`config.mk`:
```
export PLATFORM = sky130hd
export DESIGN_NAME = td_std_detect
export DESIGN_NICKNAME = d
export VERILOG_FILES = /design/src/rtl/td_detect_pkg.sv /design/src/rtl/td_sync_edge.sv /design/src/rtl/td_std_detect.sv
export SDC_FILE = /design/constraint.sdc
export NUM_CORES = 1
export LEC_CHECK = 0
export ABC_AREA = 0
export CAP_MARGIN = 20
export CORE_MARGIN = 8
export CORE_UTILIZATION = 30
export CTS_BUF_LIST = sky130_fd_sc_hd__clkbuf_4
export CTS_CLUSTER_DIAMETER = 100
export DETAILED_ROUTE_END_ITERATION = 12
export PLACE_DENSITY = 0.51
export SETUP_SLACK_MARGIN = 0.5
export SYNTH_ARGS = -nofsm -noshare
export SYNTH_HDL_FRONTEND = slang
export SYNTH_SLANG_ARGS = --single-unit
```
`constraint.sdc`:
```
create_clock -name iCLK -period 4.5 [get_ports iCLK]
set_input_delay 0.675 -clock iCLK [delete_from_list [all_inputs] [get_ports iCLK]]
set_output_delay 0.675 -clock iCLK [all_outputs]
set_load 0.05 [all_outputs]
```
`src/rtl/td_detect_pkg.sv`:
```
// td_detect_pkg: shared FSM/standard enums, default line windows and the window classifier
package td_detect_pkg;

    typedef enum logic [1:0] {ST_SEARCH, ST_LOCKING, ST_LOCKED} state_t;
    typedef enum logic [1:0] {STD_NONE, STD_NTSC, STD_PAL} std_t;

    localparam int NTSC_MIN_DEF = 258;
    localparam int NTSC_MAX_DEF = 268;
    localparam int PAL_MIN_DEF  = 308;
    localparam int PAL_MAX_DEF  = 318;

    // Inclusive windows; NTSC is tested first so it wins when the windows overlap
    function automatic std_t classify(input int unsigned cnt, input int unsigned n_min,
                                      input int unsigned n_max, input int unsigned p_min,
                                      input int unsigned p_max);
        return (cnt >= n_min && cnt <= n_max) ? STD_NTSC :
               (cnt >= p_min && cnt <= p_max) ? STD_PAL : STD_NONE;
    endfunction

endpackage

```
`src/rtl/td_sync_edge.sv`:
```
// td_sync_edge: 2-flop synchroniser for an asynchronous level plus a one-cycle rising-edge pulse
module td_sync_edge (
    input  logic i_clk,
    input  logic i_rst,
    input  logic i_d,
    output logic o_pulse
);

    logic [2:0] r_sh;

    // Two metastability stages, third stage holds the previous synchronised level
    always_ff @(posedge i_clk or posedge i_rst) begin
        if (i_rst) r_sh <= '0;
        else       r_sh <= {r_sh[1:0], i_d};
    end

    assign o_pulse = r_sh[1] & ~r_sh[2];

endmodule

```
`src/rtl/td_std_detect.sv`:
```
// td_std_detect: counts HS lines per VS field and locks onto NTSC/PAL; optional HS-loss watchdog under TD_DETECT_TIMEOUT_EN
module td_std_detect
    import td_detect_pkg::*;
#(
    parameter int LINE_W      = 10,
    parameter int NTSC_MIN    = NTSC_MIN_DEF,
    parameter int NTSC_MAX    = NTSC_MAX_DEF,
    parameter int PAL_MIN     = PAL_MIN_DEF,
    parameter int PAL_MAX     = PAL_MAX_DEF,
    parameter int LOCK_FIELDS = 4,
    parameter int MISS_FIELDS = 2,
    parameter int HS_TIMEOUT  = 4096
) (
    input  logic              iCLK,
    input  logic              iRST,
    input  logic              iTD_HS,
    input  logic              iTD_VS,
    output logic              oTD_Stable,
    output logic              oNTSC,
    output logic              oPAL,
    output logic [LINE_W-1:0] oLine_Cnt,
    output logic              oLost
);

    localparam logic [LINE_W-1:0] CNT_MAX = '1;
    localparam logic [3:0]        LOCK_N  = 4'(LOCK_FIELDS);
    localparam logic [3:0]        MISS_N  = 4'(MISS_FIELDS);

    logic              w_hs, w_vs, w_fire, w_to;
    logic [LINE_W-1:0] r_cnt, r_line;
    logic              r_seen, r_ntsc, r_pal, r_stable;
    state_t            r_state, w_state_nxt;
    std_t              r_cand, w_cand_nxt, w_cls;
    logic [3:0]        r_hit, w_hit_nxt, r_miss, w_miss_nxt;

    td_sync_edge u_hs (.i_clk(iCLK), .i_rst(iRST), .i_d(iTD_HS), .o_pulse(w_hs));
    td_sync_edge u_vs (.i_clk(iCLK), .i_rst(iRST), .i_d(iTD_VS), .o_pulse(w_vs));

    // The first VS after reset or loss only opens a field, it never closes one
    assign w_fire = w_vs & r_seen;
    assign w_cls  = classify(32'(r_cnt), NTSC_MIN, NTSC_MAX, PAL_MIN, PAL_MAX);

`ifdef TD_DETECT_TIMEOUT_EN
    localparam int WD_W = $clog2(HS_TIMEOUT + 1);

    logic [WD_W-1:0] r_wd;
    logic            r_lost;

    // Cycles since the last HS edge; saturates so the loss event fires only once per outage
    always_ff @(posedge iCLK or posedge iRST) begin
        if (iRST) begin
            r_wd   <= '0;
            r_lost <= 1'b0;
        end else if (w_hs) begin
            r_wd   <= '0;
            r_lost <= 1'b0;
        end else begin
            if (r_wd != WD_W'(HS_TIMEOUT)) r_wd <= r_wd + 1'b1;
            if (w_to) r_lost <= 1'b1;
        end
    end

    assign w_to  = !w_hs && (r_wd == WD_W'(HS_TIMEOUT - 1));
    assign oLost = r_lost;
`else
    assign w_to  = 1'b0;
    assign oLost = 1'b0;
`endif

    // Line counter: saturating HS count; VS closes the field and an HS in the same cycle opens the next at 1
    always_ff @(posedge iCLK or posedge iRST) begin
        if (iRST) begin
            r_cnt  <= '0;
            r_line <= '0;
            r_seen <= 1'b0;
        end else if (w_to) begin
            r_cnt  <= '0;
            r_line <= '0;
            r_seen <= 1'b0;
        end else if (w_vs) begin
            r_cnt  <= w_hs ? LINE_W'(1) : '0;
            r_seen <= 1'b1;
            if (r_seen) r_line <= r_cnt;
        end else if (w_hs && r_cnt != CNT_MAX) begin
            r_cnt <= r_cnt + 1'b1;
        end
    end

    // Lock FSM state, candidate standard and hit/miss hysteresis counters
    always_ff @(posedge iCLK or posedge iRST) begin
        if (iRST) begin
            r_state <= ST_SEARCH;
            r_cand  <= STD_NONE;
            r_hit   <= '0;
            r_miss  <= '0;
        end else begin
            r_state <= w_state_nxt;
            r_cand  <= w_cand_nxt;
            r_hit   <= w_hit_nxt;
            r_miss  <= w_miss_nxt;
        end
    end

    // Next state: only a closed field (or a watchdog loss) moves the FSM
    always_comb begin
        w_state_nxt = r_state;
        w_cand_nxt  = r_cand;
        w_hit_nxt   = r_hit;
        w_miss_nxt  = r_miss;
        if (w_to) begin
            w_state_nxt = ST_SEARCH;
            w_cand_nxt  = STD_NONE;
            w_hit_nxt   = '0;
            w_miss_nxt  = '0;
        end else if (w_fire) begin
            case (r_state)
                ST_LOCKED: begin
                    if (w_cls == r_cand) begin
                        w_miss_nxt = '0;
                    end else if (r_miss + 4'd1 >= MISS_N) begin
                        w_state_nxt = ST_SEARCH;
                        w_cand_nxt  = STD_NONE;
                        w_hit_nxt   = '0;
                        w_miss_nxt  = '0;
                    end else begin
                        w_miss_nxt = r_miss + 4'd1;
                    end
                end
                default: begin
                    if (w_cls == STD_NONE) begin
                        w_state_nxt = ST_SEARCH;
                        w_cand_nxt  = STD_NONE;
                        w_hit_nxt   = '0;
                    end else begin
                        w_hit_nxt   = (r_state == ST_LOCKING && w_cls == r_cand) ? r_hit + 4'd1 : 4'd1;
                        w_cand_nxt  = w_cls;
                        w_miss_nxt  = '0;
                        w_state_nxt = (w_hit_nxt >= LOCK_N) ? ST_LOCKED : ST_LOCKING;
                    end
                end
            endcase
        end
    end

    // Registered status flags follow the next state so they appear on the same edge as the FSM change
    always_ff @(posedge iCLK or posedge iRST) begin
        if (iRST) begin
            r_ntsc   <= 1'b0;
            r_pal    <= 1'b0;
            r_stable <= 1'b0;
        end else begin
            r_ntsc   <= (w_state_nxt == ST_LOCKED) && (w_cand_nxt == STD_NTSC);
            r_pal    <= (w_state_nxt == ST_LOCKED) && (w_cand_nxt == STD_PAL);
            r_stable <= (w_state_nxt == ST_LOCKED) && (w_cand_nxt != STD_NONE);
        end
    end

    assign oNTSC      = r_ntsc;
    assign oPAL       = r_pal;
    assign oTD_Stable = r_stable;
    assign oLine_Cnt  = r_line;

endmodule

```
=== Word level (Yosys, flattened, before mapping) ===
Cells that the tools add are included.

* Bitwise gates (word level): 5
* Muxes and demuxes: 25
* Reductions and logical operators: 13
* Add/sub/neg operators: 3
* $lt $le $gt $ge: 6
* Equality and inequality tests: 10

{| class="wikitable"
|+ Operator list
! operator !! number
|-
| $mux 4 || 9
|-
| $mux 2 || 13
|-
| $ge 10x9->1 const B || 2
|-
| $le 10x9->1 const B || 2
|-
| $mux 10 || 2
|-
| $add 10x1->10 const B || 1
|-
| $ne 10x10->1 const B || 1
|-
| $add 4x1->4 const B || 2
|-
| $logic_and 1x1->1 || 7
|-
| $eq 2x2->1 const B || 3
|-
| $eq 2x1->1 const B || 2
|-
| $ge 4x2->1 const B || 1
|-
| $ge 4x3->1 const B || 1
|-
| $ne 2x2->1 const B || 2
|-
| $reduce_and 2->1 || 2
|-
| $reduce_bool 2->1 || 2
|-
| $and 1x1->1 || 3
|-
| $reduce_and 3->1 || 1
|-
| $eq 2x2->1 || 1
|-
| $logic_not 2->1 || 1
|-
| $ne 2x1->1 const B || 1
|-
| $not 1->1 || 2
|-
| $mux 1 || 1
|}

* Output and inout bits: 14
* Input bits: 4
* Register bits after elaboration: 42

=== Longest topological paths before layout ===
Gate-level depths: netlist of run 1.

* Depth in word-level cells: 14
* Mapped depth: 8
* Depth with buffers taken out: 8

=== Cells and area by module ===
From an unflattened synthesis of run 1, not the netlist that was laid out.

* Cells, all modules: 212
* Area, all modules: 2134.5 sq um

{| class="wikitable"
|+ Modules (own cells, without submodules)
! module !! times used !! area each (sq um) !! cells an instance
|-
| td_std_detect || 1 || 1949.4 || 202
|-
| td_sync_edge || 2 || 92.6 || 5
|}

=== Least setup slack after synthesis of run 1 ===
OpenSTA, ideal clock, no wires.

* Kind: reg-to-reg
* Start: register r_cnt[0]
* End: register r_hit[2]
* Cell stages (with the launch flop): 9
* Path slack: 2.525 ns
* Setup time: 0.125 ns
* Data arrival time: 1.850 ns
* Cells stage by stage: dfrtp_1 inv_1 ha_1 or4_4 nand3_1 a31oi_2 a31oi_4 nand2b_4 o21ai_1

* Cells in the longest elaborated chain, start to end: 9
* Elaborated cells on any way between the ends: 16

{| class="wikitable"
|+ RTL lines
! item !! RTL line !! text
|-
| from (decl) || td_std_detect.sv:30 || <nowiki>logic [LINE_W-1:0] r_cnt, r_line;</nowiki>
|-
| from (signal assigned) || td_std_detect.sv:81 || <nowiki>r_cnt <= w_hs ? LINE_W'(1) : '0;</nowiki>
|-
| from (signal assigned) || td_std_detect.sv:85 || <nowiki>r_cnt <= r_cnt + 1'b1;</nowiki>
|-
| $ge 10x9->1 / $le 10x9->1 (equally long branches) || td_detect_pkg.sv:17 || <nowiki>(cnt >= p_min && cnt <= p_max) ? STD_PAL : STD_NONE;</nowiki>
|-
| $logic_and 1x1->1 || td_detect_pkg.sv:17 ||
|-
| $mux 2 || td_detect_pkg.sv:17 ||
|-
| $mux 2 * || td_detect_pkg.sv:16 || <nowiki>return (cnt >= n_min && cnt <= n_max) ? STD_NTSC :</nowiki>
|-
| $eq 2x2->1 || td_std_detect.sv:118, td_std_detect.sv:135 ||
|-
| $logic_and 1x1->1 || td_std_detect.sv:135 || <nowiki>w_hit_nxt = (r_state == ST_LOCKING && w_cls == r_cand) ? r_hit + 4'd1 : 4'd1;</nowiki>
|-
| $mux 4 || td_std_detect.sv:135 ||
|-
| $mux 4 || td_std_detect.sv:130 || <nowiki>if (w_cls == STD_NONE) begin</nowiki>
|-
| $mux 4 || td_std_detect.sv:116 || <nowiki>case (r_state)</nowiki>
|-
| to (signal assigned) || td_std_detect.sv:99 || <nowiki>r_hit <= w_hit_nxt;</nowiki>
|-
| to (decl) || td_std_detect.sv:34 || <nowiki>logic [3:0] r_hit, w_hit_nxt, r_miss, w_miss_nxt;</nowiki>
|}

Mark *: on every way between the ends. The rest lies on a longest branch, timed or not.
A chain may end at the register's enable or synchronous reset.

=== Final worst setup path of run 1 ===
* Start: register u_vs.r_sh[1]
* End: register r_hit[3]

* Cells in the longest elaborated chain, start to end: 3

{| class="wikitable"
|+ RTL lines
! item !! RTL line !! text
|-
| from (decl) || td_sync_edge.sv:9 || <nowiki>logic [2:0] r_sh;</nowiki>
|-
| from (signal assigned) || td_sync_edge.sv:14 || <nowiki>else r_sh <= {r_sh[1:0], i_d};</nowiki>
|-
| $and 1x1->1 || td_sync_edge.sv:17 || <nowiki>assign o_pulse = r_sh[1] & ~r_sh[2];</nowiki>
|-
| $and 1x1->1 || td_std_detect.sv:40 || <nowiki>assign w_fire = w_vs & r_seen;</nowiki>
|-
| $reduce_and 3->1 (no line) || - ||
|}

No other way between the ends.

==> qor.yml, run 1 <==
hold_violations: 0
worstPathMaxFanout: 16
critPathCaptureType: "flip-flop"
track_usage_pct: 9.43
ys_seq_area_share_pct: 50.1
p_int_mw: 0.480
drt-initial-drc-count: 39
postSynthNetCount: 227
comb_power_share_pct: 11.7
drc: 0
die-area_um2: 9920
cp-start-kind: "flip-flop"
cts.sinks: 42
drt_wl_total_um: 4260
grt_pass1_wl_um: 7510
layout_min_cycle_time_ns: 2.53
synth_cells: 217
clk_pin_slew_worst_paths_ns: 0.12
syn_area_um2: 2100
cap_violations: 0
seqPwrFrac_pct: 60.6
drtAntennaViolNets: 0
cp_slowest_cell: "nor2b_1"
grt.overflow.total: 0
ys_ff_latch: 42
p_sw_share_pct: 27.6
antenna_found_initial: 0
synth.largest_area_cell: "dfrtp_1"
met1_usage_pct: 11.8
p_total_mw: 0.664
synth.most_common_cell: "nand2_1"
ys_async_sr_fraction_pct: 100
n_antenna_cell: 0
clk_latency_ns: 0.34
status: "complete, no violations"
fill_cells: 709
max_clock_freq_mhz: 395
fin_worst_skew_ns: 0.00900
cts_made_buffers: 5
synthTopCellsByArea: "dfrtp_1 (50%), nand2_1 (7.9%), nor2_1 (3.9%)"
power.density_nw_per_um2: 273
grt_max_degree: 28
synth_top_cell_area_share_pct: 50.1
path_class: "flip-flop to flip-flop"
reg2reg_from: "u_vs.r_sh[1]$_DFF_PP0_"
die_h_um: 99.6
grt_pass1_vias: 1554
busiest_layer: "met2"
wl_per_cell_um: 12.8
placedCellCount: 324
postCtsHoldBufs: 0
slowest_delay_ns: 0.65
io_buffers: 16
hold_start: "u_hs.r_sh[0]$_DFF_PP0_"
synth.distinct_cells: 50
final_nets: 246
ios: 18
avgViaCountPerCell: 4.63
min_path_type: "flip-flop to flip-flop"
fin_cells: 333
synth_edf_count: 0
required_ns: 4.76
cts_buffer_depth: 2
period_share_pct: 56.2
htree_num_levels: 2
setup_viol: 0
crit_chain: "nor2b_1 -> nand2_1 -> nor2_2 -> a31oi_4 -> nand2b_4 -> o31ai_2"
die_x_um: 99.6
startpoint: "u_vs.r_sh[1]$_DFF_PP0_"
num_vias: 1541
grt_use_met2_pct: 15.2
start_util_pct: 30.8
place_congestion: 0.767
clock-root-buffer: "clkbuf_4"
setup_tns_ns: 0
slew_headroom_pct: 46.9
grt_use_met3_pct: 2.37
cts_setup_buffers: 0
syn_avg_cell_area_um2: 9.66
yosys-top-cells-count: "nand2_1 (44), dfrtp_1 (42), nor2_1 (22), o21ai_0 (13), nand3_1 (9)"
final_max_slew_viol_count: 0
rsz0062_at_grt: "no"
crit_buf_inv: 0
postCtsResizedCells: 0
dp_hpwl_um: 3160
p_leak_nw: 1.03
synth-main-ff-cell: "dfrtp_1"
dr.pass1.iters: 4
p_sw_mw: 0.184
path_delay_family: "simple AND/OR/NAND/NOR gates"
peakVddDrop_v: 0.000152
worst_slew_pin_slew_ns: 0.795
yosys_warnings: 0
cts_tree: "built"
rows: 30
area_growth_pct: 15.9
p_clk_share_pct: 27.7
coreArea_um2: 6790
cp.arrival_ns: 2.79
drive_gt1_share_pct: 9.70
state kept, by name, summed over array words and instances, names as in the netlist, 2 cells and up:
signal,count
r_cnt,10
u_hs.r_sh,3
r_cand,2
r_hit,4
r_state,2
r_miss,4
u_vs.r_sh,3
oLine_Cnt,10
worst register-to-register path, stage by stage (launching register included):
cell	delay, ns
dfrtp_1	0.37
nor2b_1	0.65
nand2_1	0.51
nor2_2	0.47
a31oi_4	0.10
nand2b_4	0.18
o31ai_2	0.17
layout make-up:
cell class              count  area, µm²  share of cell area, %
flip-flops and latches     42       1050                   43.3
multi-input cells         161        980                   40.3
repair buffers             18        195                   8.03
well taps                  96        120                   4.94
clock buffers               6       45.0                   1.85
inverters                   8       30.0                   1.24
clock inverters             2       8.76                  0.360
power groups by stage:
stage | logic [mW] | clock network [mW] | registers (mW)
finish | 0.0778 | 0.184 | 0.402
global route | 0.0864 | 0.210 | 0.405
CTS | 0.0764 | 0.193 | 0.403
detailed placement | 0.0763 | 0 | 0.410
global placement | 0.0761 | 0 | 0.410
floorplan | 0.0425 | 0 | 0.420
per-stage QoR:
| step | worst slack [ns] | area, µm² | hold WS [ns] | util, % |
|---|---|---|---|---|
| after floorplan | 2.52 | 2100 | 0.331 | - |
| after global placement | 2.02 | 2350 | 0.343 | 34.6 |
| after detailed placement | 1.94 | 2350 | 0.342 | 34.6 |
| after CTS | 1.92 | 2400 | 0.370 | 35.4 |
| after global routing | 1.56 | 2430 | 0.375 | 35.8 |
| final | 1.97 | 2430 | 0.366 | 35.8 |
cells by family (layout without fill, tap and decap cells):
kind of cell    count (synthesis)  count (layout)  synth area share (%)
buf+inv                        14              34                  3.10
other cells                     1               1                 0.179
xor+xnor                        6               6                  2.51
simple gates                  107             107                  25.8
flops                          42              42                  50.1
compound gates                 39              39                  13.7
fa+ha+maj                       6               6                  3.58
mux                             2               2                 0.955
placed cells by master, fill, tap and decap left out, drive strengths merged, types with 2 or more instances in the layout:
| master | Yosys | routed |
|---|---|---|
| nand2 | 44 | 44 |
| dfrtp | 42 | 42 |
| nor2 | 23 | 23 |
| clkdlybuf4s50 | 0 | 16 |
| o21ai | 15 | 15 |
| nand3 | 9 | 9 |
| inv | 8 | 8 |
| a21oi | 7 | 7 |
| ha | 6 | 6 |
| clkbuf | 3 | 6 |
| nor2b | 5 | 5 |
| xor2 | 5 | 5 |
| nand2b | 5 | 5 |
| and2 | 4 | 4 |
| o31ai | 3 | 3 |
| a31oi | 3 | 3 |
| o211ai | 2 | 2 |
| nand4 | 2 | 2 |
| nor3 | 2 | 2 |
| or2 | 2 | 2 |
| a21o | 2 | 2 |
| o22ai | 2 | 2 |
| mux2i | 2 | 2 |
| and4 | 2 | 2 |
| nor4b | 2 | 2 |
| clkinv | 0 | 2 |
| buf | 3 | 2 |
per-layer routing:
metal | share of wire (%) | up-vias | routed length [µm]
li1 | - | 782 | -
met1 | 47 | 733 | 1990
met2 | 49 | 17 | 2090
met3 | 2.5 | 9 | 106
met4 | 1.7 | 0 | 72
met5 | 0 | - | 0
path summary, 6_finish.rpt:
path | endpoint | slack [ns] | cells past startpoint
worst max-delay path | r_hit[3]$_DFFE_PP0P_ | 1.97 | 6
worst min-delay path | u_hs.r_sh[1]$_DFF_PP0_ | 0.37 | 0
worst max register to register | r_hit[3]$_DFFE_PP0P_ | 1.97 | 6
worst min register to register | u_hs.r_sh[1]$_DFF_PP0_ | 0.37 | 0
max in group asynchronous | oNTSC$_DFF_PP0_ | 3.20 | 3
min in group asynchronous | r_hit[0]$_DFFE_PP0P_ | 0.67 | 2
Power figures use the tool's default switching activity.
==> run 2, diff against run 1 <==
- clock period: 4.5 -> 2.6 ns (I/O delays scaled with it)
==> qor.yml, run 2 (synthesized netlist as in run 1, its figures left out) <==
worst_slew_pin_slew_ns: 0.539  # -0.256 ns
cp_slowest_cell: "dfrtp_2"
start_util_pct: 30.8  # unchanged
max_clock_freq_mhz: 498  # +26%
layout_common_cells: "nand2_1 (44), dfrtp_1 (35), nor2_1 (22)"
p_leak_nw: 1.08  # +4.6%
drt_wl_total_um: 4480  # +5.2%
drc: 0  # unchanged
ios: 18  # unchanged
critPathCaptureType: "flip-flop"
startpoint: "r_cnt[1]$_DFFE_PP0P_"
peakVddDrop_v: 0.000189  # +24%
cap_violations: 0  # unchanged
grt.overflow.total: 0  # unchanged
crit_buf_inv: 1  # +1
required_ns: 2.85  # -1.91 ns
final_max_slew_viol_count: 0  # unchanged
status: "complete, no violations"
period_share_pct: 77.2  # +21 points
fill_cells: 697  # -1.7%
clk_pin_slew_worst_paths_ns: 0.12  # about the same
rows: 30  # unchanged
antenna_found_initial: 0  # unchanged
die-area_um2: 9920  # unchanged
io_buffers: 16  # unchanged
path_class: "flip-flop to flip-flop"
setup_tns_ns: 0  # unchanged
grt_pass1_wl_um: 7830  # +4.2%
n_antenna_cell: 0  # unchanged
min_path_type: "flip-flop to flip-flop"
cts.sinks: 42  # unchanged
rsz0062_at_grt: "yes"
worstPathMaxFanout: 7  # -9
coreArea_um2: 6790  # unchanged
area_growth_pct: 21.3
multi_input_area_um2: 1010  # +2.9%
path_delay_family: "simple AND/OR/NAND/NOR gates"
grt_max_degree: 43  # +54%
drt-initial-drc-count: 55  # +41%
num_vias: 1587  # +3.0%
final_nets: 257  # +4.5%
dr.pass1.iters: 4  # unchanged
cp-start-kind: "flip-flop"
setup_viol: 0  # unchanged
grt_pass1_vias: 1631  # +5.0%
avgViaCountPerCell: 4.63  # about the same
fin_worst_skew_ns: 0.0146  # +0.00564 ns
reg2reg_from: "r_cnt[1]$_DFFE_PP0P_"
crit_chain: "ha_2 -> or4_4 -> and4_4 -> o21ai_4 -> a31oi_4 -> buf_12 -> a32o_1"
die_x_um: 99.6  # unchanged
hold_violations: 0  # unchanged
clk_latency_ns: 0.35  # about the same
place_congestion: 0.820  # +6.8%
drtAntennaViolNets: 0  # unchanged
die_h_um: 99.6  # unchanged
cts_buffer_depth: 2  # unchanged
ff_latch_area_um2: 1060  # +0.83%
wl_per_cell_um: 13.1  # +2.1%
layout_min_cycle_time_ns: 2.01  # -0.522 ns
slowest_delay_ns: 0.46  # -0.19 ns
dp_hpwl_um: 3170  # +0.49%
power.density_nw_per_um2: 470  # +72%
clock-root-buffer: "clkbuf_4"
htree_num_levels: 2  # unchanged
final_common_cell: "nand2_1"
track_usage_pct: 9.71  # +0.29 points
p_total_mw: 1.20  # +80%
cts_tree: "built"
slew_headroom_pct: 64.1  # +17 points
cp.arrival_ns: 2.26  # -0.53 ns
hold_start: "u_vs.r_sh[0]$_DFF_PP0_"
drive_gt1_share_pct: 18.6  # +8.9 points
cts_made_buffers: 5  # unchanged
run 2: layer usage:
metal | vias to the layer above | GRT usage [%] | wire length (µm)
li1 | 796 | - | -
met1 | 768 | 11.4 | 2060
met2 | 16 | 16.9 | 2250
met3 | 7 | 2.30 | 94
met4 | 0 | 3.38 | 79
met5 | - | 0 | 0
run 2: layout make-up:
class                   count  share of cell area, %
clock buffers               7                   2.07
inverters                   8                   1.18
multi-input cells         161                   39.7
flip-flops and latches     42                   41.7
well taps                  96                   4.73
repair buffers             29                   10.6
run 2: worst paths after layout:
path | cells after the start | endpoint | slack [ns]
worst min register to register | 0 | u_vs.r_sh[1]$_DFF_PP0_ | 0.37
min in group asynchronous | 3 | r_state[0]$_DFF_PP0_ | 0.46
worst max register to register | 7 | r_hit[0]$_DFFE_PP0P_ | 0.59
worst max-delay path | 7 | r_hit[0]$_DFFE_PP0P_ | 0.59
max in group asynchronous | 3 | r_cnt[1]$_DFFE_PP0P_ | 1.73
worst min-delay path | 0 | u_vs.r_sh[1]$_DFF_PP0_ | 0.37
run 2: what timing repair did:
item                       4_1_cts  5_1_grt
setup buffers                    1        8
gates resized for setup          2       12
hold buffers                     0        0
setup endpoints to repair       10       20
pin swaps                        2        6
run 2: power by group:
group / switching [mW] / internal [mW] / total, mW / leakage, nW
Combinational: 0.104 / 0.0743 / 0.178 / 0.497
Sequential: 0.0190 / 0.674 / 0.693 / 0.550
Clock: 0.201 / 0.123 / 0.324 / 0.0322
Total: 0.324 / 0.872 / 1.20 / 1.08
run 2: stage by stage:
step | util, % | hold WS, ns | area, µm² | worst slack (ns) | cells
2_1_floorplan | - | 0.331 | 2100 | 0.625 | 217
3_3_place_gp | 34.9 | 0.334 | 2370 | 0.429 | 327
3_5_place_dp | 34.9 | 0.336 | 2370 | 0.406 | 327
4_1_cts | 35.9 | 0.374 | 2440 | 0.504 | 335
5_1_grt | 37.4 | 0.383 | 2540 | 0.473 | 343
6_report | 37.4 | 0.367 | 2540 | 0.592 | 343
